$ cat src/rtl/jericalla_pkg.sv
// -----------------------------------------------------------------------------
// jericalla_pkg
// Shared definitions for the jericalla_evo register-file + ALU datapath:
//   - default data/address widths
//   - opcode encoding (opcode_e)
//   - instruction field bit positions, both for the default geometry and as
//     helper functions for any ADDR_W
// Ports: none (package).
// -----------------------------------------------------------------------------
package jericalla_pkg;

  localparam int DEFAULT_DATA_W = 32;
  localparam int DEFAULT_ADDR_W = 5;
  localparam int OPCODE_W       = 3;

  typedef enum logic [OPCODE_W-1:0] {
    OP_ADD  = 3'b000,
    OP_SUB  = 3'b001,
    OP_AND  = 3'b010,
    OP_OR   = 3'b011,
    OP_XOR  = 3'b100,
    OP_NOR  = 3'b101,
    OP_SLT  = 3'b110,
    OP_PASS = 3'b111
  } opcode_e;

  // Instruction layout: opcode | rs1 | rs2 | rd, rd in the low bits.
  function automatic int instr_width(input int addr_w);
    return OPCODE_W + 3 * addr_w;
  endfunction

  function automatic int rd_lsb(input int addr_w);
    return 0 * addr_w;
  endfunction

  function automatic int rs2_lsb(input int addr_w);
    return addr_w;
  endfunction

  function automatic int rs1_lsb(input int addr_w);
    return 2 * addr_w;
  endfunction

  function automatic int opcode_lsb(input int addr_w);
    return 3 * addr_w;
  endfunction

  // Field positions for the default 18-bit instruction word.
  localparam int DEFAULT_INSTR_W = OPCODE_W + 3 * DEFAULT_ADDR_W;
  localparam int OPCODE_LSB      = 3 * DEFAULT_ADDR_W;
  localparam int RS1_LSB         = 2 * DEFAULT_ADDR_W;
  localparam int RS2_LSB         = DEFAULT_ADDR_W;
  localparam int RD_LSB          = 0;

endpackage

$ cat src/rtl/jericalla_alu.sv
// -----------------------------------------------------------------------------
// jericalla_alu
// Purely combinational ALU for the jericalla datapath. No carry/overflow is
// produced; every result is truncated to DATA_W bits.
// Ports:
//   a      in   DATA_W  first operand (rs1)
//   b      in   DATA_W  second operand (rs2)
//   op     in   3       opcode (jericalla_pkg::opcode_e)
//   result out  DATA_W  operation result
// -----------------------------------------------------------------------------
module jericalla_alu
  import jericalla_pkg::*;
#(
  parameter int DATA_W = DEFAULT_DATA_W
) (
  input  logic [DATA_W-1:0] a,
  input  logic [DATA_W-1:0] b,
  input  opcode_e           op,
  output logic [DATA_W-1:0] result
);

  logic signed_less;

  // Signed comparison for SLT; the result is zero-extended to a 0/1 word.
  always_comb begin
    signed_less = ($signed(a) < $signed(b));
  end

  // Operation select. PASS forwards A unchanged; the default arm keeps the
  // block latch-free even though every encoding is covered.
  always_comb begin
    result = a;
    unique case (op)
      OP_ADD:  result = a + b;
      OP_SUB:  result = a - b;
      OP_AND:  result = a & b;
      OP_OR:   result = a | b;
      OP_XOR:  result = a ^ b;
      OP_NOR:  result = ~(a | b);
      OP_SLT:  result = {{(DATA_W-1){1'b0}}, signed_less};
      OP_PASS: result = a;
      default: result = a;
    endcase
  end

endmodule

$ cat src/rtl/jericalla_evo.sv
// -----------------------------------------------------------------------------
// jericalla_evo
// Single-cycle register-file machine: every rising edge executes the current
// instruction, writing the ALU result to RF[rd] and to the output registers.
// There is no write enable and register 0 is an ordinary register.
// Ports:
//   clk_jericalla      in   1        sole clock, rising edge
//   rst_n_jericalla    in   1        asynchronous active-low reset
//   instruccion        in   3+3*AW   {opcode, rs1, rs2, rd}
//   dataOut_jericalla  out  DATA_W   registered result of last instruction
//   zf_jericalla       out  1        registered zero flag of that result
// -----------------------------------------------------------------------------
module jericalla_evo
  import jericalla_pkg::*;
#(
  parameter int DATA_W = DEFAULT_DATA_W,
  parameter int ADDR_W = DEFAULT_ADDR_W
) (
  input  logic                          clk_jericalla,
  input  logic                          rst_n_jericalla,
  input  logic [OPCODE_W+3*ADDR_W-1:0]  instruccion,
  output logic [DATA_W-1:0]             dataOut_jericalla,
  output logic                          zf_jericalla
);

  localparam int NUM_REGS = 2 ** ADDR_W;
  localparam int OPC_LSB  = opcode_lsb(ADDR_W);
  localparam int RS1_POS  = rs1_lsb(ADDR_W);
  localparam int RS2_POS  = rs2_lsb(ADDR_W);
  localparam int RD_POS   = rd_lsb(ADDR_W);

  logic [DATA_W-1:0] reg_file [NUM_REGS];

  opcode_e           op;
  logic [ADDR_W-1:0] rs1;
  logic [ADDR_W-1:0] rs2;
  logic [ADDR_W-1:0] rd;
  logic [DATA_W-1:0] operand_a;
  logic [DATA_W-1:0] operand_b;
  logic [DATA_W-1:0] alu_result;

  // Instruction decode and combinational register reads. Reads see the
  // pre-edge contents, so an rd that aliases a source uses the old value.
  always_comb begin
    op        = opcode_e'(instruccion[OPC_LSB +: OPCODE_W]);
    rs1       = instruccion[RS1_POS +: ADDR_W];
    rs2       = instruccion[RS2_POS +: ADDR_W];
    rd        = instruccion[RD_POS  +: ADDR_W];
    operand_a = reg_file[rs1];
    operand_b = reg_file[rs2];
  end

  jericalla_alu #(
    .DATA_W (DATA_W)
  ) u_alu (
    .a      (operand_a),
    .b      (operand_b),
    .op     (op),
    .result (alu_result)
  );

  // Register file write plus output registers. Reset preloads RF[i] = i so
  // the machine has useful operands without any load instruction; the
  // output starts at 0 with the zero flag set to match.
  always_ff @(posedge clk_jericalla or negedge rst_n_jericalla) begin
    if (!rst_n_jericalla) begin
      for (int i = 0; i < NUM_REGS; i++) begin
        reg_file[i] <= DATA_W'(i);
      end
      dataOut_jericalla <= '0;
      zf_jericalla      <= 1'b1;
    end else begin
      reg_file[rd]      <= alu_result;
      dataOut_jericalla <= alu_result;
      zf_jericalla      <= (alu_result == '0);
    end
  end

endmodule

$ cat config.mk
export PLATFORM = sky130hd
export DESIGN_NAME = jericalla_evo
export DESIGN_NICKNAME = d
export VERILOG_FILES = /design/src/rtl/jericalla_pkg.sv /design/src/rtl/jericalla_alu.sv /design/src/rtl/jericalla_evo.sv
export SDC_FILE = /design/constraint.sdc
export NUM_CORES = 2
export LEC_CHECK = 0
export BUFFER_PORTS_ARGS = -buffer_cell sky130_fd_sc_hd__buf_2
export CAP_MARGIN = 5
export CORE_MARGIN = 2
export CORE_UTILIZATION = 49
export CTS_BUF_LIST = sky130_fd_sc_hd__clkbuf_16
export CTS_CLUSTER_SIZE = 20
export DETAILED_ROUTE_END_ITERATION = 8
export PLACE_DENSITY = 0.61
export SETUP_SLACK_MARGIN = 0.4
export SYNTH_ARGS = -nofsm -noshare
export SYNTH_HDL_FRONTEND = slang
export SYNTH_SLANG_ARGS = --single-unit
$ cat constraint.sdc
create_clock -name clk_jericalla -period 13.03 [get_ports clk_jericalla]
set_input_delay 0 -clock clk_jericalla [delete_from_list [all_inputs] [get_ports clk_jericalla]]
set_output_delay 0 -clock clk_jericalla [all_outputs]
set_load 0.03 [all_outputs]
==> summary.txt <==
Logic synthesis
  • Syn Area/Cell: 10.6 um^2
  • EDFF count, synth: 0
  • Netlist cell types: 93
  • Post-synth net total: 5731
  • Synth warn: 0
  • Dominant synthesized flop cell: dfrtp_1
  • Top cell type's share of synthesized area: 0.411
  • Post-Synth XOR/XNOR Area: 0.00353
  • Post-synthesis mux area share: 0.233
  • Post-Synth Adder-Cell Area: 0.0209
  • Compound-Gate Fraction of Synth Area: 0.147
  • Post-Syn Area: between 0.05 and 0.06 mm^2
  • Async set-reset flop share out of synthesis: 1.00
  • Biggest area consumer among synthesized cells: dfrtp_1
  • Ranking of synthesized cells by area: dfrtp_1 (41%), mux4_2 (19%), a21oi_1 (6.0%), nor2_1 (4.7%), dfstp_2 (3.6%)
  • Sequential area share after synthesis: 0.446
  • Post-synthesis simple-gate area fraction: 0.104
  • Post-synthesis register bit count: 1057
  • Largest family of logic cells by synthesized area: multiplexers
  • Mapped Cells: ~5600

Timing
  • Final worst slack: between 6 and 7 ns
  • Setup-failing EPs final: 0
  • Worst Tran Pin Value: around 1.3 ns
  • Setup tns final: 0 ns
  • Min cycle time layout: ~7.0 ns
  • Final worst path period share: 0.533
  • Slew margin rel.: 0.123
  • Hold Violations, Final: 0
  • Slew Viols, Final: 0
  • Clock skew: approximately 0.038 ns
  • Max Freq: about 140 MHz
  • Unrepaired setup endpoints after global routing: false

Route
  • Vias: 46800
  • Drt pass-1 iters: 6
  • Routed Antenna Nets: 0
  • Routed WL: between 200000 and 250000 um
  • Wire per inst: a little under 30 um
  • Remaining DRCs: 0
  • Vias per cell: 6.59
  • Initial DRC Count: 5948

Power and ir drop
  • Pwr dens: 221 mW/mm^2
  • Total Power: around 14000 uW
  • Sw power: about 5600 uW
  • Leakage power: 0.0271 uW
  • Sequential Power Share: 0.383
  • Peak VDD IR: 0.128 mV
  • Comb power frac: 0.389
  • Clock share of power: 0.228
  • Switching Share: 0.390
  • Power Internal: 8780 uW

Floorplanning
  • Io pins: 53
  • Core ar.: 0.120 mm^2
  • Site row count: around 130
  • DIE HEIGHT: approximately 350 um
  • Initial cell density of the core: 0.495
  • Die width: about 350 um
  • DIE AREA: between 0.1 and 0.15 mm^2

Clock tree
  • CTS buffer count: roughly 120
  • Clk root buf: clkbuf_16
  • Deepest clock path buffer count: 3
  • Clock transition at path regs: about 0.06 ns
  • H-tree Lvls: 3
  • CTS tree: done
  • Hold buffers post-CTS: 5
  • Cts repair resizes: 0
  • Post-CTS Setup Inserts: 0
  • Clk Latency, worst-skew pair: roughly 0.74 ns
  • Sink Count: between 1000 and 1500

Worst setup path
  • Worst Path Required: roughly 14 ns
  • WP data arrival: about 7.6 ns
  • CP max-delay cell: o21a_1
  • CP Max Fanout: 73
  • Critical path capture point type: register
  • Max incr delay on CP: 0.92 ns
  • CP startpoint kind: primary input
  • Kind of critical path: primary input to register
  • CP bufs+invs: 3
  • Most used cell, CP: mux4_2
  • Top delay family on crit path: compound AO/OA/AOI/OAI gates
  • CP Cell Sequence: buf_8, buf_4, mux4_2, mux4_2, mux2i_1, ha_1, nor2b_1, o311ai_1, a21oi_1, a21boi_0, xnor2_1, a221oi_1, o21a_1, inv_1, nor4_1, and4b_1, and4bb_1

Placement
  • Gp weighted congestion: between 0.9 and 1
  • Worst slack, placed: ~5.5 ns
  • # port buffers: 52
  • DPL Wire Length: ~130000 um
  • Placed Cells incl. Taps: 6881

Global route
  • Largest net degree at the start of global routing: approximately 180
  • Total GRT Usage: 0.341
  • Initial antenna violation count: 4
  • Total gr overflow: 0
  • First-pass GRT wire length: between 300000 and 400000 um
  • Vias in the first global route: around 45000

Finish
  • Area Overhead vs Synth: 9.19%
  • N_diodes: 0
  • Layout cell share with drive strength beyond 1: 0.195
  • Final nets: between 5000 and 6000
  • Final Util: 0.541
  • Final std cells w/o fill: 7103

Outcome
  • Outcome: complete, no violations

Worst hold path
  • Hold Path Class: primary input to register

Run
  • Max Cap Viol: 0
-- flip-flops by register name, summed over array words and instances, names as in the netlist --
signal	count
dataOut_jericalla	32
zf_jericalla	1
reg_file	1024
-- power by group through the flow --
stage,Clock (uW),Combinational (uW),Sequential (uW)
3_3_place_gp,0,5420,5470
4_1_cts,3300,5530,5480
3_5_place_dp,0,5510,5520
6_report,3270,5600,5520
5_1_grt,3450,6080,5660
2_1_floorplan,0,3970,5310
-- cells in the mapped netlist (44+ instances only) --
master,count
ha_1,96
o21ai_0,415
buf_2,49
buf_1,48
nand2_1,511
mux2i_1,192
dfrtp_1,976
dfstp_2,81
o21ai_1,44
mux4_2,506
a21oi_1,713
mux2_2,48
a22oi_1,71
inv_1,127
nor2_1,751
clkbuf_1,410
-- final timing paths --
path / startpoint / endpoint / slack (ns) / depth (start not counted)
worst max-delay path: instruccion[5] / zf_jericalla / 6.08 / 17
worst min-delay path: instruccion[1] / reg_file[616] / 0.08 / 5
worst max register to register: reg_file[544] / zf_jericalla / 6.39 / 18
worst min register to register: reg_file[802] / reg_file[802] / 0.49 / 2
max in group asynchronous: rst_n_jericalla / reg_file[863] / 9.93 / 6
min in group asynchronous: rst_n_jericalla / reg_file[67] / 0.39 / 3
-- final cells by class --
type                            instances  area (um^2)
Fill cell                           10500        55200
Sequential cell                      1057        26600
Tap cell                             1612         2020
Clock inverter                        101          811
Timing Repair Buffer                  197         1510
Multi-Input combinational cell       3888        30700
Inverter                              132          495
Clock buffer                          116         2900
-- metal layers --
layer | part of all wire | vias up | track usage
met2 | 0.44 | 2324 | 0.498
met5 | 0.00011 | - | 0
li1 | - | 19900 | -
met1 | 0.42 | 24100 | 0.508
met3 | 0.10 | 402 | 0.0739
met4 | 0.035 | 4 | 0.114
-- metrics by stage --
step	hold slack, ns	instance area, um^2
after floorplan	-0.296	59500
after global placement	0.0501	61200
after detailed placement	0.0590	61200
after CTS	0.0309	65000
after global routing	0.113	65000
final	0.0758	65000
-- cell usage in the layout, fill, tap and decap left out, types with 28 or more instances in the layout --
master / instances
mux2i_1: 192
buf_2: 43
nand2_1: 499
o21ai_0: 415
nand3_1: 39
clkbuf_16: 116
clkinv_1: 36
o22ai_1: 28
nor2b_1: 34
mux2_2: 48
a21oi_1: 709
o21ai_1: 44
mux4_2: 506
nor3_1: 33
ha_1: 96
dfstp_2: 81
dfrtp_1: 976
a22oi_1: 71
inv_1: 150
buf_4: 136
nor2_1: 733
a221oi_1: 29
-- cell families after synthesis --
kind of cell,count (synthesis)
AOI/OAI and AO/OA,1524
and+or+nand+nor,1496
DFF,1057
muxes,746
buffers and inverters,668
adders and majority gates,98
xor gates and xnor gates,24
-- worst min-delay path: stages --
cell and delay [ns]:
buf_2 0.22, nor3_2 0.07, buf_4 0.28, nor2_1 0.15, a21oi_1 0.04
No activity file was read; power rests on OpenSTA's default activity.
